[src/rtl/in_port_capture_if.sv]
// Switch/button capture port of the CPU input front end.
// slave is the capture block; master drives the raw inputs and the read strobe.
interface in_port_capture_if #(
  parameter int WIDTH = 8
);
  logic [WIDTH-1:0] SW;
  logic             BTN;
  logic             LEER;
  logic [WIDTH-1:0] DATO_IN;
  logic             VALIDO;
  logic             SOBRE;

  modport master (
    output SW, BTN, LEER,
    input  DATO_IN, VALIDO, SOBRE
  );

  modport slave (
    input  SW, BTN, LEER,
    output DATO_IN, VALIDO, SOBRE
  );
endinterface

[src/rtl/in_port_capture.sv]
// Input-port front end: synchronises switches/button, debounces the button and
// latches the switch byte on each debounced press into a one-entry holding register.
module in_port_capture #(
  parameter int WIDTH      = 8,
  parameter int DEB_CYCLES = 16,
  parameter int CNT_W      = 5
) (
  input  logic          CLK,
  input  logic          RST,
  in_port_capture_if.slave bus
);

  typedef enum logic {VACIO, LLENO} state_t;

  localparam logic [CNT_W-1:0] CNT_LAST = CNT_W'(DEB_CYCLES - 1);

  logic [WIDTH-1:0] sw_s1, sw_s2;
  logic             btn_s1, btn_s2;
  logic             btn_d;
  logic [CNT_W-1:0] cnt;
  state_t           state;
  logic [WIDTH-1:0] dato;
  logic             sobre;
  logic             flip;
  logic             capture;

  always_ff @(posedge CLK or posedge RST) begin
    if (RST) begin
      sw_s1  <= '0;
      sw_s2  <= '0;
      btn_s1 <= 1'b0;
      btn_s2 <= 1'b0;
    end else begin
      sw_s1  <= bus.SW;
      sw_s2  <= sw_s1;
      btn_s1 <= bus.BTN;
      btn_s2 <= btn_s1;
    end
  end

  // The debounced level toggles on the same edge that the FSM sees the capture.
  always_comb begin
    flip    = (btn_s2 != btn_d) && (cnt == CNT_LAST);
    capture = flip && btn_s2;
  end

  always_ff @(posedge CLK or posedge RST) begin
    if (RST) begin
      btn_d <= 1'b0;
      cnt   <= '0;
    end else if (btn_s2 == btn_d) begin
      cnt <= '0;
    end else if (flip) begin
      btn_d <= btn_s2;
      cnt   <= '0;
    end else begin
      cnt <= cnt + 1'b1;
    end
  end

  always_ff @(posedge CLK or posedge RST) begin
    if (RST) begin
      state <= VACIO;
      dato  <= '0;
      sobre <= 1'b0;
    end else if (state == VACIO) begin
      if (capture) begin
        dato  <= sw_s2;
        state <= LLENO;
      end
    end else begin
      if (capture) begin
        // A read on the capture edge consumes the old byte, so no overrun.
        dato  <= sw_s2;
        sobre <= ~bus.LEER;
      end else if (bus.LEER) begin
        state <= VACIO;
        sobre <= 1'b0;
      end
    end
  end

  always_comb begin
    bus.DATO_IN = dato;
    bus.VALIDO  = (state == LLENO);
    bus.SOBRE   = sobre;
  end

endmodule

[src/flat_wrapper.sv]
// flat-port wrapper written by rule: the top's interface ports become plain ports
module in_port_capture_flat 
#(
  parameter int WIDTH      = 8,
  parameter int DEB_CYCLES = 16,
  parameter int CNT_W      = 5
)
  (CLK, RST, bus_SW, bus_BTN, bus_LEER, bus_DATO_IN, bus_VALIDO, bus_SOBRE);
  in_port_capture_if #(.WIDTH(WIDTH)) bus_i ();
  input  logic CLK;
  input  logic RST;
  input wire logic [$bits(bus_i.SW)-1:0] bus_SW;
  input wire logic [$bits(bus_i.BTN)-1:0] bus_BTN;
  input wire logic [$bits(bus_i.LEER)-1:0] bus_LEER;
  output wire logic [$bits(bus_i.DATO_IN)-1:0] bus_DATO_IN;
  output wire logic [$bits(bus_i.VALIDO)-1:0] bus_VALIDO;
  output wire logic [$bits(bus_i.SOBRE)-1:0] bus_SOBRE;
  assign bus_i.SW = bus_SW;
  assign bus_i.BTN = bus_BTN;
  assign bus_i.LEER = bus_LEER;
  assign bus_DATO_IN = bus_i.DATO_IN;
  assign bus_VALIDO = bus_i.VALIDO;
  assign bus_SOBRE = bus_i.SOBRE;
  in_port_capture #(.WIDTH(WIDTH), .DEB_CYCLES(DEB_CYCLES), .CNT_W(CNT_W)) u_core (.CLK(CLK), .RST(RST), .bus(bus_i));
endmodule
[config.mk]
export PLATFORM = sky130hd
export DESIGN_NAME = in_port_capture_flat
export DESIGN_NICKNAME = d
export VERILOG_FILES = /design/src/rtl/in_port_capture_if.sv /design/src/rtl/in_port_capture.sv /design/src/flat_wrapper.sv
export SDC_FILE = /design/constraint.sdc
export NUM_CORES = 1
export LEC_CHECK = 0
export ABC_AREA = 0
export BUFFER_PORTS_ARGS = -buffer_cell sky130_fd_sc_hd__buf_2
export CAP_MARGIN = 20
export CORE_MARGIN = 10
export CORE_UTILIZATION = 34
export CTS_BUF_LIST = sky130_fd_sc_hd__clkbuf_16
export DETAILED_ROUTE_END_ITERATION = 8
export GPL_TIMING_DRIVEN = 0
export PLACE_DENSITY = 0.53
export SETUP_SLACK_MARGIN = 0.15
export SLEW_MARGIN = 20
export SYNTH_ARGS = -nofsm -noshare
export SYNTH_HDL_FRONTEND = slang
export SYNTH_SLANG_ARGS = --single-unit
[constraint.sdc]
create_clock -name CLK -period 5.1 [get_ports CLK]
set_input_delay 1.275 -clock CLK [delete_from_list [all_inputs] [get_ports CLK]]
set_output_delay 1.275 -clock CLK [all_outputs]
set_load 0.03 [all_outputs]
==> impl_results.md <==
- Status: completed
- Total iterations of the first detailed-routing run: 4
- FP Rows: 20
- CP max FO: 4
- Leakage: approximately 0.74 nW
- First-pass GRT wire length: 2.88 mm
- Tot GR Track Use: 0.0623
- Antenna Nets Post-Route: 0
- Register area: 851 µm²
- Synth top area share: 0.774
- Drt wl/cell: 12.2 µm
- Post_cts resized: 0
- Max VDD drop: 275 µV
- Number of diodes: 0
- Area delta synth->final: 29.6%
- Worst setup SP type: flop
- Grt ovf: 0
- Routed WL: 1.68 mm
- Number of distinct library cells after synthesis: 15
- Crit path buf inv count: 1
- FMAX: 471 MHz
- Pin slew with the least headroom to its limit: 0.692 ns
- # IOs: 22
- Slew Limit Headroom: 0.536
- Yosys top cell by area: dfrtp_1
- DP Cell Count: approximately 130
- GPL Wtd Cong: 0.638
- CTS clock-pin slew for the worst setup and hold paths: about 0.05 ns
- Classification of the worst-slack hold path: flop to flop
- Mapped Cells: between 60 and 70
- RSZ-0062 raised after global routing: no
- PwrDens: 438 mW/mm²
- H-tree depth: 2
- Die width: about 77 µm
- Critical Path End Type: primary output
- CP Cell Sequence: buf_2
- CP arrival: ~0.85 ns
- Post-layout util: 0.463
- Hold_ws: 0.345 ns
- Final Hold Fails: 0
- CTS Buf Count: 5
- DR vias: 568
- Syn Nets: between 70 and 80
- Fin crit share: 0.417
- Clock Tree Root: clkbuf_16
- Hold_buf cts: 0
- Kind of cell adding the most delay to the critical path: flip-flops
- Clk buf depth: 2
- Setup violators final: 0
- Die height: about 77 µm
- Initial Utilization: 0.357
- Initial antenna violation count: 0
- Mapped Area: approximately 0.0011 mm²
- Largest net degree at the start of global routing: 35
- Final Critical Period: 2.12 ns
- Most frequent cell after synthesis: dfrtp_1
- Flops & latches, synth: 34
- Final HPWL DP: approximately 1.2 mm
- Setup TNS Final: 0 ns
- Yosys warns: 0
- Main synth FF type: dfrtp_1
- MaxCap Viol Count: 0
- Layout Nets: 105
- Avg Cell Area, Syn: 17.2 µm²
- Number of global-route vias before repair: around 610
- Clock Skew: 0.00240 ns
- Final non-filler cell total: 137
- Core area: 0.00308 mm²
- Number of post-CTS setup repair buffers: 0
- Slowest stage delay, CP: 0.37 ns
- Multi-input gate area: 238 µm²
- Fillers: around 280
- Synth area leaders: dfrtp_1, mux2_2, xor2_1, nor4b_4, nor2_1
- Post-route setup slack: about 3 ns
- Vias per inst: 4.15
- Worst Setup Path Type: flop to primary output
- Crit-path slowest cell: dfrtp_1
- TritonCTS Sinks: 34
- Worst skew pair latency: 0.27 ns
- Post-synthesis sequential area ratio: 0.774
- Share of cells above drive strength 1: 0.462
- Slew Limit Fails: 0
- Post-synth EDFFs: 0
- DIE AREA: 0.00591 mm²
- Placement Setup Slack: 3.18 ns
- # DRC: 0
- Req. time, crit path: 3.83 ns
- Commonest cells in the synthesized netlist: dfrtp_1, mux2_2, nor2_1
- Ys async rst share: 1.00
- Port Buffer Count: 21
- CTS tree: done
- 1st-iter DRT viols: 40
-- flip-flops by register name (all words and copies together) (netlist names) --
register and count:
u_core.btn_d 1, u_core.bus.DATO_IN 8, u_core.sw_s2 8, u_core.bus.VALIDO 1, u_core.cnt 5, u_core.btn_s2 1, u_core.btn_s1 1, u_core.bus.SOBRE 1
u_core.sw_s1 8
-- cell type report --
class | instances | area share
clock buffers | 5 | 0.0878
multi-input cells | 27 | 0.167
inverters | 3 | 0.00790
flip-flops and latches | 34 | 0.597
clock inverters | 3 | 0.0281
repair buffers | 21 | 0.0737
well taps | 44 | 0.0386
-- final timing paths --
check	cells after the start	startpoint	slack, ns	to
setup / recovery	1	u_core.bus.VALIDO	2.98	bus_VALIDO
hold / removal	0	u_core.btn_s1	0.34	u_core.btn_s2
setup reg to reg	4	u_core.cnt[0]	3.23	u_core.bus.DATO_IN[7]
hold reg to reg	0	u_core.btn_s1	0.34	u_core.btn_s2
max in group asynchronous	2	RST	3.54	u_core.sw_s2[6]
min in group asynchronous	2	RST	1.11	u_core.bus.SOBRE
-- through the flow --
step	area [µm²]	power, mW
final	1430	0.625
after global routing	1430	0.649
after global placement	1260	0.301
after CTS	1430	0.633
after floorplan	1100	0.294
after detailed placement	1260	0.302
-- power breakdown --
group / total, mW / switching [mW] / internal [mW] / leakage [nW]
sequential: 0.283 / 0.00336 / 0.279 / 0.431
clock: 0.328 / 0.100 / 0.228 / 0.0836
combinational: 0.0140 / 0.00852 / 0.00543 / 0.229
total: 0.625 / 0.112 / 0.513 / 0.744
-- logic make-up after synthesis --
logic type                 after synthesis  synth area share
adders and majority gates                1            0.0114
xor gates and xnor gates                 3            0.0239
and+or+nand+nor                         10            0.0648
muxes                                    9            0.0922
buffers and inverters                    3            0.0102
AOI/OAI and AO/OA                        4            0.0239
DFF                                     34             0.774
-- layout by cell type, fill, tap and decap left out, drive strengths merged --
master and instances:
a21oi 1, nor2 5, o21a 1, clkinv 2, nand3 2, nor4b 1
inv 3, and2 1, bufinv 1, mux2 9, o21ai 1, and3 1
a21o 1, ha 1, dfrtp 34, xor2 3, buf 21, clkbuf 5
-- per-layer routing --
layer / GRT usage / wire, µm / vias up / share of wire
li1: - / - / 267 / -
met1: 0.0629 / 694 / 282 / 0.41
met2: 0.0995 / 853 / 14 / 0.51
met3: 0.0256 / 79 / 5 / 0.047
met4: 0.0502 / 48 / 0 / 0.029
met5: 0 / 0 / - / 0
(Power assumes the default switching activity.)
